`src/rtl/seq_divider.sv`:
```
// Sequential unsigned restoring divider, one quotient bit per clock.
// Zero divisors complete on the accepting edge with div_by_zero set.
module seq_divider #(
  parameter int N = 4
) (
  input  logic         clk,
  input  logic         rst,
  input  logic         start,
  input  logic [N-1:0] dividend,
  input  logic [N-1:0] divisor,
  output logic         busy,
  output logic         done,
  output logic [N-1:0] quotient,
  output logic [N-1:0] remainder,
  output logic         div_by_zero
);

  localparam int CW = $clog2(N + 1);

  typedef enum logic {
    S_IDLE,
    S_CALC
  } state_t;

  state_t        r_state;
  logic [N-1:0]  r_d;
  logic [N-1:0]  r_v;
  logic [N-1:0]  r_r;
  logic [CW-1:0] r_c;
  logic          r_done;
  logic          r_dbz;
  logic [N-1:0]  r_q;
  logic [N-1:0]  r_rem;

  // T carries the shifted-out top bit of R only for the compare;
  // after a subtraction the result always fits back in N bits.
  logic [N:0]    w_t;
  logic          w_ge;
  logic [N-1:0]  w_rnext;
  logic [N-1:0]  w_dnext;
  logic          w_last;

  assign w_t     = {r_r, r_d[N-1]};
  assign w_ge    = (w_t >= {1'b0, r_v});
  assign w_rnext = w_ge ? (w_t[N-1:0] - r_v) : w_t[N-1:0];
  assign w_dnext = {r_d[N-2:0], w_ge};
  assign w_last  = (r_c == CW'(N - 1));

  always_ff @(posedge clk or posedge rst) begin
    if (rst) begin
      r_state <= S_IDLE;
      r_d     <= '0;
      r_v     <= '0;
      r_r     <= '0;
      r_c     <= '0;
      r_done  <= 1'b0;
      r_dbz   <= 1'b0;
      r_q     <= '0;
      r_rem   <= '0;
    end else begin
      r_done <= 1'b0;
      unique case (r_state)
        S_IDLE: begin
          if (start) begin
            if (divisor != '0) begin
              r_d     <= dividend;
              r_v     <= divisor;
              r_r     <= '0;
              r_c     <= '0;
              r_state <= S_CALC;
            end else begin
              r_q    <= '1;
              r_rem  <= dividend;
              r_dbz  <= 1'b1;
              r_done <= 1'b1;
            end
          end
        end
        S_CALC: begin
          r_r <= w_rnext;
          r_d <= w_dnext;
          r_c <= r_c + CW'(1);
          if (w_last) begin
            r_q     <= w_dnext;
            r_rem   <= w_rnext;
            r_dbz   <= 1'b0;
            r_done  <= 1'b1;
            r_state <= S_IDLE;
          end
        end
        default: r_state <= S_IDLE;
      endcase
    end
  end

  assign busy        = (r_state == S_CALC);
  assign done        = r_done;
  assign quotient    = r_q;
  assign remainder   = r_rem;
  assign div_by_zero = r_dbz;

endmodule

```
`config.mk`:
```
export PLATFORM = sky130hd
export DESIGN_NAME = seq_divider
export DESIGN_NICKNAME = d
export VERILOG_FILES = /design/src/rtl/seq_divider.sv
export SDC_FILE = /design/constraint.sdc
export NUM_CORES = 1
export LEC_CHECK = 0
export CELL_PAD_IN_SITES_DETAIL_PLACEMENT = 1
export CELL_PAD_IN_SITES_GLOBAL_PLACEMENT = 1
export CORE_MARGIN = 2
export CORE_UTILIZATION = 28
export CTS_CLUSTER_DIAMETER = 50
export DETAILED_ROUTE_END_ITERATION = 8
export GPL_ROUTABILITY_DRIVEN = 0
export PLACE_DENSITY_LB_ADDON = 0.05
export SYNTH_ARGS = -nofsm -noshare
export SYNTH_HDL_FRONTEND = slang
export SYNTH_SLANG_ARGS = --single-unit
```
`constraint.sdc`:
```
create_clock -name clk -period 4.2 [get_ports clk]
set_clock_uncertainty 0.15 [all_clocks]
set_input_delay 0.84 -clock clk [delete_from_list [all_inputs] [get_ports clk]]
set_output_delay 0.84 -clock clk [all_outputs]
set_load 0.01 [all_outputs]
```
# Word level (Yosys, flattened, before mapping)
# Index checks and enable logic that the tools add are counted.
dict set report classes {
  n_addsub 2
  n_lt_le_gt_ge 1
  eq_ne 5
  n_mux 30
  n_bitwise 1
  reduce_logical 4
}
# cell n
set ops {}
lappend ops {{4-bit two-way mux} 11}
lappend ops {{4-bit case mux with 2 select lines} 4}
lappend ops {{1-bit two-way mux} 9}
lappend ops {{3-bit two-way mux} 2}
lappend ops {{2-bit inequality test, second input constant} 3}
lappend ops {{1-bit case mux with 2 select lines} 3}
lappend ops {{3-bit case mux with 2 select lines} 1}
lappend ops {{3-bit AND reduction} 2}
lappend ops {{5-bit by 4-bit >= comparator with 1-bit output} 1}
lappend ops {{4-bit nonzero test} 1}
lappend ops {{4-bit subtractor} 1}
lappend ops {{3-bit by 1-bit adder with 3-bit output, second input constant} 1}
lappend ops {{3-bit by 2-bit equality test with 1-bit output, second input constant} 1}
lappend ops {{2-bit by 1-bit inequality test with 1-bit output, second input constant} 1}
lappend ops {{2-bit AND reduction} 1}
lappend ops {{1-bit NOT} 1}
dict set report word_totals {
  ff_bits 26
  inputBits 11
  output_inout_bits 11
  word_cells 52
}

# Longest topological paths before layout
# Gate-level depths: netlist of run 1.
dict set report depth {
  word_depth 4
  mapped_depth 8
  mapped_depth_nobuf 8
}

# Worst setup path after synthesis of run 1
# No wires, ideal clock.
dict set report synth_timing {
  path_type {input to register}
  startpoint {in divisor[0]}
  endpoint {reg r_d[2]}
  setup_time_ns 0.132
  arrival_ns 1.972
  t_required_ns 3.918
  slack_ns 1.947
  path_stages 5
  n_path_buf 0
  cell_sequence {or4_4 nand2_4 mux2_2 nor2_1 a21oi_1}
}
dict set report synth_via {
  elab_chain_len 3
}
# item line_no
set synth_lines {}
lappend synth_lines {{start, declared} 10} ;# input logic [N-1:0] divisor,
lappend synth_lines {{4-bit nonzero test} 65} ;# if (divisor != '0) begin
lappend synth_lines {{2-bit inequality test (no source line)} --}
lappend synth_lines {{2-bit AND reduction (no source line)} --}
lappend synth_lines {{end signal, assigned} 66} ;# r_d <= dividend;
lappend synth_lines {{end signal, assigned} 81} ;# r_d <= w_dnext;
lappend synth_lines {{end, declared} 26} ;# logic [N-1:0] r_d;
# No other way between the ends.
# A chain may end at the register's enable or synchronous reset.

# Worst setup path after layout of run 1
dict set report layout_timing {
  startpoint {reg r_state, in the netlist busy}
  endpoint {out busy}
}
# item line_no
set layout_rtl {}
lappend layout_rtl {{start, declared} 25} ;# state_t r_state;
lappend layout_rtl {{start signal, assigned} 51} ;# r_state <= S_IDLE;
lappend layout_rtl {{start signal, assigned} 70} ;# r_state <= S_CALC;
lappend layout_rtl {{start signal, assigned} 88} ;# r_state <= S_IDLE;
lappend layout_rtl {{end, declared} 11} ;# output logic busy,
# No word-level cell between the ends.

==> out/qor.yml, run 1 <==
synth_ff_type: "dfrtp_1"
vias_per_cell: 5.135
p_comb_share_pct: 52.5
path_depth: 1
drtPass1Iterations: 4
wirelength_mm: 3.436
synth_area_leaders: "dfrtp_1 49%, o21ai_0 6.1%, ha_1 5.7%, nand2_1 4.8%, mux2i_1 3.8%"
drv_cap: 0
vias: 1063
post_drt_wl_per_cell_um: 16.60
clockBufferDepth: 2
syn-instance-count: 133
drive_gt1_share_pct: 7.742
drc: 0
clock.fmax_mhz: 373.8
arrival_ns: 1.69
port_buffers: 21
total_leakage_power_nw: 0.7381
swShare_pct: 41.17
hp-class: "reg -> reg"
hold_buffers: 0
dp_hpwl_mm: 2.615
synth_area_leader_cell: "dfrtp_1"
crit_slowest_cell: "dfrtp_1"
ff2ff_path_depth: 5
switching_power_uw: 550.6
postCtsSetupBuffers: 0
crit_start: "busy$_DFF_PP0_"
synth-seq-cells: 26
crit_type: "reg -> out"
ioPinCount: 22
clkTransAtPathRegs_ns: 0.09
syn_nets: 151
final_util_pct: 36.88
yosysWarningCount: 0
rrSetupSlack_ns: 1.93
grt_max_degree: 27
syn_to_final_growth_pct: 24.17
antenna_left: 0
clk_latency_ns: 0.27
max_stage_delay_ns: 0.76
period_needed_ns: 2.675
fp-row-count: 24
power_density_nw_per_um2: 816.0
min_period_over_period_pct: 63.70
maxSlewHeadroom_pct: 30.93
grt_pass1_wl_mm: 5.830
clkSinkCount: 26
hold_viol: 0
vdd_drop_max_v: 0.0002786
r2r-start: "r_r[0]$_DFFE_PP0P_"
crit_required_ns: 3.21
synth_edf_count: 0
slew_viol_final: 0
outcome: "finished, final reports clean"
cp-end-kind: "output pin"
grt_remaining_overflow: 0
grt_pass1_vias: 1169
critPathMaxFanout: 21
worst-path-buf-inv: 1
synth_top_area_share_pct: 49.29
cts_resized: 0
synth_seq_area_share_pct: 49.29
setup_viol: 0
die_area_um2: 5279
worstReg2RegEnd: "remainder[2]$_DFFE_PP0P_"
synth_cell_types: 36
cts.root.buffer_cell: "clkbuf_8"
fp.dieW_um: 72.66
syn_area_per_cell_um2: 9.925
core_um2: 4444
cts_htree_levels: 1
initial_core_util_pct: 29.70
die_y_um: 72.66
tightest_slew_ns: 1.035
fin_area_um2: 1639
tritoncts: "built"
stdcell_count: 207
antenna_cells: 0
rsz0062_at_grt: "no"
async_flop_share_pct: 100.0
holdWs_ns: 0.3463
setup_tns_ns: 0
cp-start-kind: "flop"
grt_usage_pct: 14.16
path_cells: "clkdlybuf4s50_1"
p_seq_share_pct: 35.1
post-place-cells: 203
cp_top_family: "flip-flops"
drt_iter0_markers: 25
internal_power_uw: 786.9
placed_area_um2: 1584
final_nets: 174
cts_inserted_buffers: 3
antenna_found_initial: 0
setup.worst_path.end: "busy"
clkPwrFrac_pct: 12.4
synth_area_um2: 1320
## layout by cell type (no fill, tap or decap), types with 2 or more instances in the layout
master / instances
nand3_1: 3
o22a_1: 2
mux2i_1: 5
nor3_1: 2
a32oi_1: 2
mux2_2: 2
a31oi_1: 2
dfrtp_1: 26
clkbuf_8: 4
clkdlybuf4s50_1: 21
and3_1: 2
ha_1: 6
a21o_1: 2
a21oi_1: 6
o21ai_0: 16
nor2_1: 6
nand2_1: 17
a211oi_1: 2
inv_1: 11
## kinds of logic (layout without fill, tap and decap cells)
group           count (synthesis)  in the layout  share of synthesized area, %
compound gates                 37             37                         17.35
xor+xnor                        1              1                        0.6636
fa+ha+maj                       7              7                         7.204
buf+inv                        15             37                         4.265
flops                          26             26                         49.29
mux                             7              7                         5.498
simple gates                   40             40                         15.74
## state kept, by name, indices dropped and copies added, names as in the netlist
signal / cells
r_c: 3
busy: 1
done: 1
quotient: 4
remainder: 4
div_by_zero: 1
r_r: 4
r_v: 4
r_d: 4
## cells in the mapped netlist, drive strengths merged (2+ instances only)
cell type and number:
o22a 2, and3 2, nand2 18, ha 6
nor2 8, mux2 2, a32oi 2, a31oi 2
mux2i 5, dfrtp 26, nor3 2, o21ai 16
inv 12, clkbuf 3, nand3 3, a21o 2
a21oi 6, a211oi 2
## per-layer routing
metal  vias up  share of wire, %  wire length, µm  global-route usage [%]
li1        511                 -                -                       -
met1       534                49             1693                   19.41
met2        16                47             1628                   23.33
met3         2               2.9               98                   3.039
met4         0              0.49               17                   2.469
met5         -                 0                0                       0
## how the worst min path moves through the flow
stage,start,endpoint,cells after the start
finish,div_by_zero$_DFFE_PP0P_,div_by_zero$_DFFE_PP0P_,2
global route,div_by_zero$_DFFE_PP0P_,div_by_zero$_DFFE_PP0P_,2
CTS,div_by_zero$_DFFE_PP0P_,div_by_zero$_DFFE_PP0P_,2
detailed placement,div_by_zero$_DFFE_PP0P_,div_by_zero$_DFFE_PP0P_,2
global placement,div_by_zero$_DFFE_PP0P_,div_by_zero$_DFFE_PP0P_,2
floorplan,r_c[0]$_DFFE_PP0P_,r_c[0]$_DFFE_PP0P_,1
## power by group through the flow
stage                     registers [mW]  clock network (mW)  logic [mW]
after global routing               0.491               0.184       0.790
after floorplan                    0.455                   0       0.468
after global placement             0.472                   0       0.685
after CTS                          0.471               0.176       0.717
after detailed placement           0.476                   0       0.710
final                              0.469               0.166       0.702
## per-stage QoR
| stage | setup WS (ns) | power (mW) |
|---|---|---|
| 2_1_floorplan | 1.947 | 0.9222 |
| 3_3_place_gp | 1.419 | 1.158 |
| 3_5_place_dp | 1.388 | 1.186 |
| 4_1_cts | 1.499 | 1.363 |
| 5_1_grt | 1.427 | 1.465 |
| 6_report | 1.525 | 1.338 |
## cell type report
class | instances | area (µm²)
flip-flops and latches | 26 | 650.6
inverters | 12 | 45.04
repair buffers | 21 | 210.2
multi-input cells | 92 | 613.1
clock buffers | 4 | 55.05
well taps | 52 | 65.06
fillers | 514 | 2805
Power figures use the tool's default switching activity.
==> run 2: changes to the inputs <==
==> constraint.sdc (replaced) <==
create_clock -name clk -period 2.7 [get_ports clk]
set_clock_uncertainty 0.15 [all_clocks]
set_input_delay 0.54 -clock clk [delete_from_list [all_inputs] [get_ports clk]]
set_output_delay 0.54 -clock clk [all_outputs]
set_load 0.01 [all_outputs]
==> out/qor.yml, run 2 (synthesized netlist as in run 1, its figures left out) <==
postCtsSetupBuffers: 0  # unchanged
clockBufferDepth: 2  # unchanged
cts_inserted_buffers: 3  # unchanged
arrival_ns: 1.72  # was 1.69 ns
max_stage_delay_ns: 0.78  # was 0.76 ns
grt_pass1_wl_mm: 5.589  # was 5.830 mm
drc: 0  # unchanged
cts.root.buffer_cell: "clkbuf_8"  # unchanged
grt_pass1_vias: 1137  # was 1169
final_cell_mix: "26 x dfrtp_1, 21 x clkdlybuf4s50_1, 17 x nand2_1"  # unchanged
wirelength_mm: 3.259  # was 3.436 mm
hold_buffers: 0  # unchanged
crit_required_ns: 2.01  # was 3.21 ns
dp_hpwl_mm: 2.526  # was 2.615 mm
port_buffers: 21  # unchanged
cp-end-kind: "output pin"  # unchanged
hp-class: "reg -> reg"  # unchanged
die_area_um2: 5279  # unchanged
vias_per_cell: 4.972  # was 5.135
fp-row-count: 24  # unchanged
post-place-cells: 208  # was 203
maxSlewHeadroom_pct: 55.71  # was 30.93%
drv_cap: 0  # unchanged
tightest_slew_ns: 0.6644  # was 1.035 ns
clkTransAtPathRegs_ns: 0.10  # was 0.09 ns
grt_usage_pct: 13.79  # was 14.16%
period_needed_ns: 2.408
fp.dieW_um: 72.66  # unchanged
die_y_um: 72.66  # unchanged
core_um2: 4444  # unchanged
cts_resized: 0  # unchanged
clkSinkCount: 26  # unchanged
initial_core_util_pct: 29.70  # unchanged
tritoncts: "built"  # unchanged
clock.fmax_mhz: 415.3
cts_htree_levels: 1  # unchanged
rsz0062_at_grt: "no"  # unchanged
hold_viol: 0  # unchanged
worst-path-buf-inv: 1  # unchanged
crit_type: "reg -> out"  # unchanged
antenna_cells: 0  # unchanged
setup_viol: 0  # unchanged
critPathMaxFanout: 21  # unchanged
final_common_cell: "dfrtp_1"  # unchanged
setup_tns_ns: 0  # unchanged
crit_slowest_cell: "dfrtp_1"  # unchanged
slew_viol_final: 0  # unchanged
final_nets: 179  # was 174
syn_to_final_growth_pct: 27.01  # was 24.17%
drive_gt1_share_pct: 10.63  # was 7.742%
cp-start-kind: "flop"  # unchanged
path_cells: "clkdlybuf4s50_1"  # unchanged
final_util_pct: 37.73  # was 36.88%
vias: 1054  # was 1063
post_drt_wl_per_cell_um: 15.37  # was 16.60 µm
drtPass1Iterations: 4  # unchanged
antenna_left: 0  # unchanged
ioPinCount: 22  # unchanged
drt_iter0_markers: 24  # was 25
vdd_drop_max_v: 0.0004036  # was 0.0002786 V
total_leakage_power_nw: 0.7631  # was 0.7381 nW
grt_max_degree: 27  # unchanged
stdcell_count: 212  # was 207
clk_latency_ns: 0.27  # about the same
min_period_over_period_pct: 89.19
outcome: "finished, final reports clean"  # unchanged
worst_slack_ns: 0.2920  # was 1.525 ns
power_density_nw_per_um2: 1246  # was 816.0 nW/µm²
grt_remaining_overflow: 0  # unchanged
antenna_found_initial: 0  # unchanged
post-place-ws_ns: 0.1914  # was 1.388 ns
cp_top_family: "flip-flops"  # unchanged
[run 2: cell types whose count changed in the layout (fill, tap and decap cells not counted), sizes merged]
cell | before | now
buf | 0 | 5
[run 2: final cells by class]
type	count	area (µm²)
Clock buffer	4	55.05
Fill cell	514	2768
Inverter	12	45.04
Multi-Input combinational cell	92	613.1
Sequential cell	26	650.6
Tap cell	52	65.06
Timing Repair Buffer	26	247.7
[run 2: path summary, 6_finish.rpt]
kind,end,start,slack (ns),cells after the start
worst max-delay path,busy,busy$_DFF_PP0_,0.29,1
worst min-delay path,div_by_zero$_DFFE_PP0P_,div_by_zero$_DFFE_PP0P_,0.35,2
worst max register to register,r_v[0]$_DFFE_PP0P_,busy$_DFF_PP0_,0.71,3
worst min register to register,div_by_zero$_DFFE_PP0P_,div_by_zero$_DFFE_PP0P_,0.35,2
max in group asynchronous,r_v[3]$_DFFE_PP0P_,rst,1.67,3
min in group asynchronous,done$_DFF_PP0_,rst,0.48,3
[run 2: where the power goes]
group / leakage (nW) / switching [mW] / internal [mW]
clock: 0.0288 / 0.128 / 0.130
sequential: 0.313 / 0.147 / 0.579
combinational: 0.422 / 0.561 / 0.543
[run 2: layer usage]
metal,wire (µm),track usage (%),vias to the layer above,share of wire [%]
met5,0,0,-,0
met4,17,2.469,0,0.52
met3,110,3.177,2,3.4
met2,1506,22.32,14,46
met1,1625,19.10,519,50
li1,-,-,519,-
[run 2: per-stage QoR]
| step | total power, mW | hold slack [ns] | instance area, µm² |
|---|---|---|---|
| 4_1_cts | 2.133 | 0.3536 | 1677 |
| 3_5_place_dp | 1.867 | 0.3257 | 1622 |
| 5_1_grt | 2.299 | 0.3856 | 1677 |
| 6_report | 2.089 | 0.3472 | 1677 |
| 3_3_place_gp | 1.831 | 0.3193 | 1622 |
| 2_1_floorplan | 1.435 | 0.3177 | 1320 |
==> patch 1: new RTL, settings of run 1 <==
Reset style: synchronous (`rst`), changed in one clocked block.
--- a/src/rtl/seq_divider.sv
+++ b/src/rtl/seq_divider.sv
@@ -46,7 +46,7 @@
   assign w_dnext = {r_d[N-2:0], w_ge};
   assign w_last  = (r_c == CW'(N - 1));
 
-  always_ff @(posedge clk or posedge rst) begin
+  always_ff @(posedge clk) begin
     if (rst) begin
       r_state <= S_IDLE;
       r_d     <= '0;
Behaviour: differs if rst is asserted again (counterexample within 4 cycles, from zero or initial values and one cycle with rst high); with rst held inactive, the same outputs for 10 cycles.
==> patch 1 against run 1 <==
Sequential cell count unchanged; non-clock buffer count stayed put; fmax fell by 0.35%; register-to-register slack got worse by 0.03 ns; critical path depth did not move; final area shrank 4.3%; wire length decreased by 6.7%; synthesized cell count rose by 13%; area after synthesis shrank 3.7%; setup slack got worse by 0.0095 ns.
Power is not compared: it rests on default switching activity, and its combinational part moved more than twofold at a synthesized area within 25%.
==> patch 1: results (changes against run 1) <==
stage,metric,value,unit,change
yosys,synth.distinct_cells,34,,-5.6%
setup_path,slowest_stage,dfxtp_1,,
sta,worst_pin_slew,0.996,ns,-0.0387 ns
global_route,grt_util_all_layers,13.5,%,-0.67 points
outcome,status,finished clean,,
drt,drt_first_iter_violations,50,,+100%
yosys,synth-seq-area-share,40.9,%,-8.3 points
hold_path,worstHoldStart,div_by_zero$_SDFFE_PP0P_,,
sta,slew-limit-headroom,33.4,%,+2.4 points
hold_path,worstHoldEndpoint,div_by_zero$_SDFFE_PP0P_,,
place,hpwlAfterDp,2.45,mm,-6.4%
setup_path,crit_path_max_fanout,17,,-19%
setup_path,r2r_cells,7,,+2
layout,drive_gt1_share,7.69,%,-0.050 points
yosys,ys.flop_type,dfxtp_1,,
yosys,synthTopCellsByCount,"nand2_1, dfxtp_1, nor2_1",,
setup_path,ff2ff_setup_slack,1.90,ns,-0.03 ns
setup_path,timing.rr.start,r_d[3]$_SDFFE_PP0P_,,
drt,vias,1106,,+4.0%
setup_path,timing.rr.end,remainder[0]$_SDFFE_PP0P_,,
yosys,synthMuxAreaShare,9.06,%,+3.6 points
drt,wirelength,3.21,mm,-6.7%
layout,nets,188,,+8.0%
yosys,synth_xor_xnor_area_share,0.689,%,+0.025 points
yosys,synth_compound_area_share,15.1,%,-2.3 points
yosys,async_flop_share,0,%,-100 points
clock_network,cts_setup_buffers,0,,unchanged
yosys,synthAdderAreaFrac,7.48,%,+0.28 points
global_route,grt_pass1_wl,5.45,mm,-6.5%
==> patch 1: metrics by stage <==
step	hold WS, ns	area, um^2	cells	power (W)	worst slack [ns]
after floorplan	0.292	1270	150	0.000344	1.97
after global placement	0.302	1510	217	0.000378	1.26
after detailed placement	0.304	1510	217	0.000380	1.25
after CTS	0.318	1570	221	0.000546	1.52
after global routing	0.347	1570	221	0.000572	1.41
final	0.312	1570	221	0.000538	1.52
==> patch 1: layout make-up <==
| type | instances | area [um^2] |
|---|---|---|
| clock buffer | 4 | 55.1 |
| timing repair buffer | 21 | 210 |
| fill | 525 | 2790 |
| tap | 52 | 65.1 |
| sequential | 26 | 520 |
| inverter | 10 | 37.5 |
| multi-input combinational | 108 | 681 |
==> patch 1: logic make-up (layout without fill, tap and decap cells) <==
logic type               after synthesis  in the layout
flip-flops                            26             26
AO/OA/AOI/OAI                         29             29
AND/OR/NAND/NOR                       60             60
XOR/XNOR                               1              1
multiplexers                          11             11
adder cells (fa/ha/maj)                7              7
buffers and inverters                 16             35
==> patch 1: worst reg2reg max path, cell delays in order (launching register included) <==
cell and delay (ns):
dfxtp_1 0.36, inv_1 0.05, ha_1 0.28, nand2b_1 0.10
a21oi_1 0.09, a22oi_1 0.51, mux2_2 0.42, a311oi_1 0.24
==> patch 1: metal layers <==
metal / track usage, % / routed length [um]
met5: 0 / 0
met4: 1.89 / 18
met3: 2.95 / 142
met2: 22.2 / 1430
met1: 18.7 / 1610
==> patch 1: report_power, final <==
group | total (W) | internal, W | leakage (nW) | switching, W
sequential | 0.000272 | 0.000259 | 0.212 | 0.0000129
combinational | 0.000101 | 0.0000470 | 0.333 | 0.0000537
clock | 0.000166 | 0.0000838 | 0.0288 | 0.0000818
==> patch 2: new RTL, flow settings as in run 1 <==
Without the edit above. Change the parameter `N` from 4 to 2.
--- a/src/rtl/seq_divider.sv
+++ b/src/rtl/seq_divider.sv
@@ -1,7 +1,7 @@
 // Sequential unsigned restoring divider, one quotient bit per clock.
 // Zero divisors complete on the accepting edge with div_by_zero set.
 module seq_divider #(
-  parameter int N = 4
+  parameter int N = 2
 ) (
   input  logic         clk,
   input  logic         rst,
Interface: changed (resized dividend, divisor, quotient and remainder); port bits go from 22 to 14. No check against the original RTL was run, so the function may have changed too.
==> patch 2 against run 1 <==
Setup slack improved by 0.20 ns; die area decreased by 40%; sequential share of layout area grew 0.20 points; total power is 45% lower; non-clock buffer count decreased by 8; sequential cell count down 11; global-route usage is 0.46 points lower; wire length is 46% lower; hold slack better by 0.014 ns; area after synthesis down 42%; fmax grew 8.0%; final area is 43% lower; largest cell class unchanged.
==> patch 2: results (changes against run 1) <==
stage,metric,value,unit,change
drt,drc,0,,unchanged
clock_network,clk_pin_slew,0.09,ns,about the same
yosys,synth_nets,84,,-44%
setup_path,slowest_stage,clkdlybuf4s50_1,,
clock_network,cts-buffers-inserted,3,,unchanged
hold_path,worstHoldEndpoint,div_by_zero$_DFFE_PP0P_,,
power_and_ir_drop,ir_drop,0.000330,V,+18%
power_and_ir_drop,p_leak,0.411,nW,-44%
clock_network,ctsRootBufferMaster,clkbuf_4,,
setup_path,r2r_cells,3,,-2
setup_path,cp_top_family,buffers and inverters,,
outcome,status,finished clean,,
yosys,synth-seq-area-share,49.4,%,+0.13 points
hold_path,hold_path_class,register to register,,
drt,first_pass_iters,3,,-1
drt,wirelength,1.86,mm,-46%
setup_path,crit_path_max_fanout,13,,-38%
clock_network,cts_tree,done,,
place,place_area,915,um^2,-42%
setup_path,timing.rr.end,remainder[0]$_DFFE_PP0P_,,
place,hpwlAfterDp,1.42,mm,-46%
yosys,netlist_top_cells_area,"dfrtp_1, mux2i_1, o21ai_0, ha_1, nand2_1",,
setup_path,arrival,1.49,ns,-0.20 ns
clock_network,h-tree-depth,1,,unchanged
global_route,grt_max_degree,16,,-41%
global_route,grt_util_all_layers,13.7,%,-0.46 points
layout,drive_gt1_share,6.74,%,-1.0 points
setup_path,slowest_delay,0.61,ns,-0.15 ns
drt,drt_first_iter_violations,17,,-32%
drt,vias,616,,-42%
setup_path,critPathLaunch,busy$_DFF_PP0_,,
yosys,ys.flop_type,dfrtp_1,,
clock_network,clock_latency,0.28,ns,
setup_path,setup.worst_path.end,busy,,
sta,worst_pin_slew,0.626,ns,-0.409 ns
global_route,grt_pass1_vias,669,,-43%
hold_path,whs_path_depth,1,,-1
hold_path,worstHoldStart,div_by_zero$_DFFE_PP0P_,,
layout,diodes,0,,unchanged
place,io_buffers,13,,-38%
clock_network,post_cts_resized,0,,unchanged
yosys,synthTopCellsByCount,"dfrtp_1, o21ai_0, nand2_1",,
layout,nets,100,,-43%
yosys,synth_warnings,0,,unchanged
global_route,grt_pass1_wl,3.35,mm,-43%
setup_path,ff2ff_setup_slack,2.36,ns,+0.43 ns
global_route,antenna_found_initial,0,,unchanged
yosys,synth.distinct_cells,30,,-17%
patch 2: cell families after synthesis:
family	count (synthesis)	share of synthesized area, %
and+or+nand+nor	23	16.1
buffers and inverters	7	4.12
DFF	15	49.4
adders and majority gates	3	4.94
muxes	5	6.59
AOI/OAI and AO/OA	21	18.8
patch 2: through the flow:
step           util, %  hold WS [ns]  cells  total power, W  setup slack, ns
2_1_floorplan        -         0.317     74        0.000515             2.09
3_3_place_gp      36.3         0.347    115        0.000659             1.55
3_5_place_dp      36.3         0.342    115        0.000661             1.49
4_1_cts           37.3         0.371    119        0.000753             1.69
5_1_grt           37.3         0.412    119        0.000811             1.65
6_report          37.3         0.360    119        0.000740             1.72
patch 2: cell type report:
cell class | count | area (um^2)
fillers | 298 | 1580
flip-flops and latches | 15 | 375
multi-input cells | 52 | 353
repair buffers | 13 | 130
well taps | 30 | 37.5
clock buffers | 4 | 26.3
inverters | 5 | 18.8
patch 2: power by group:
group / internal (W) / total [W] / switching (W) / leakage, nW
clock network: 0.0000369 / 0.0000859 / 0.0000490 / 0.0150
registers: 0.000218 / 0.000277 / 0.0000596 / 0.178
logic: 0.000186 / 0.000377 / 0.000191 / 0.218
patch 2: metal layers:
layer | global-route usage (%) | share of wire, % | vias up
met1 | 18.2 | 48 | 302
met2 | 21.3 | 48 | 7
met5 | 0 | 0 | -
met3 | 2.09 | 1.7 | 4
li1 | - | - | 303
met4 | 7.14 | 1.7 | 0
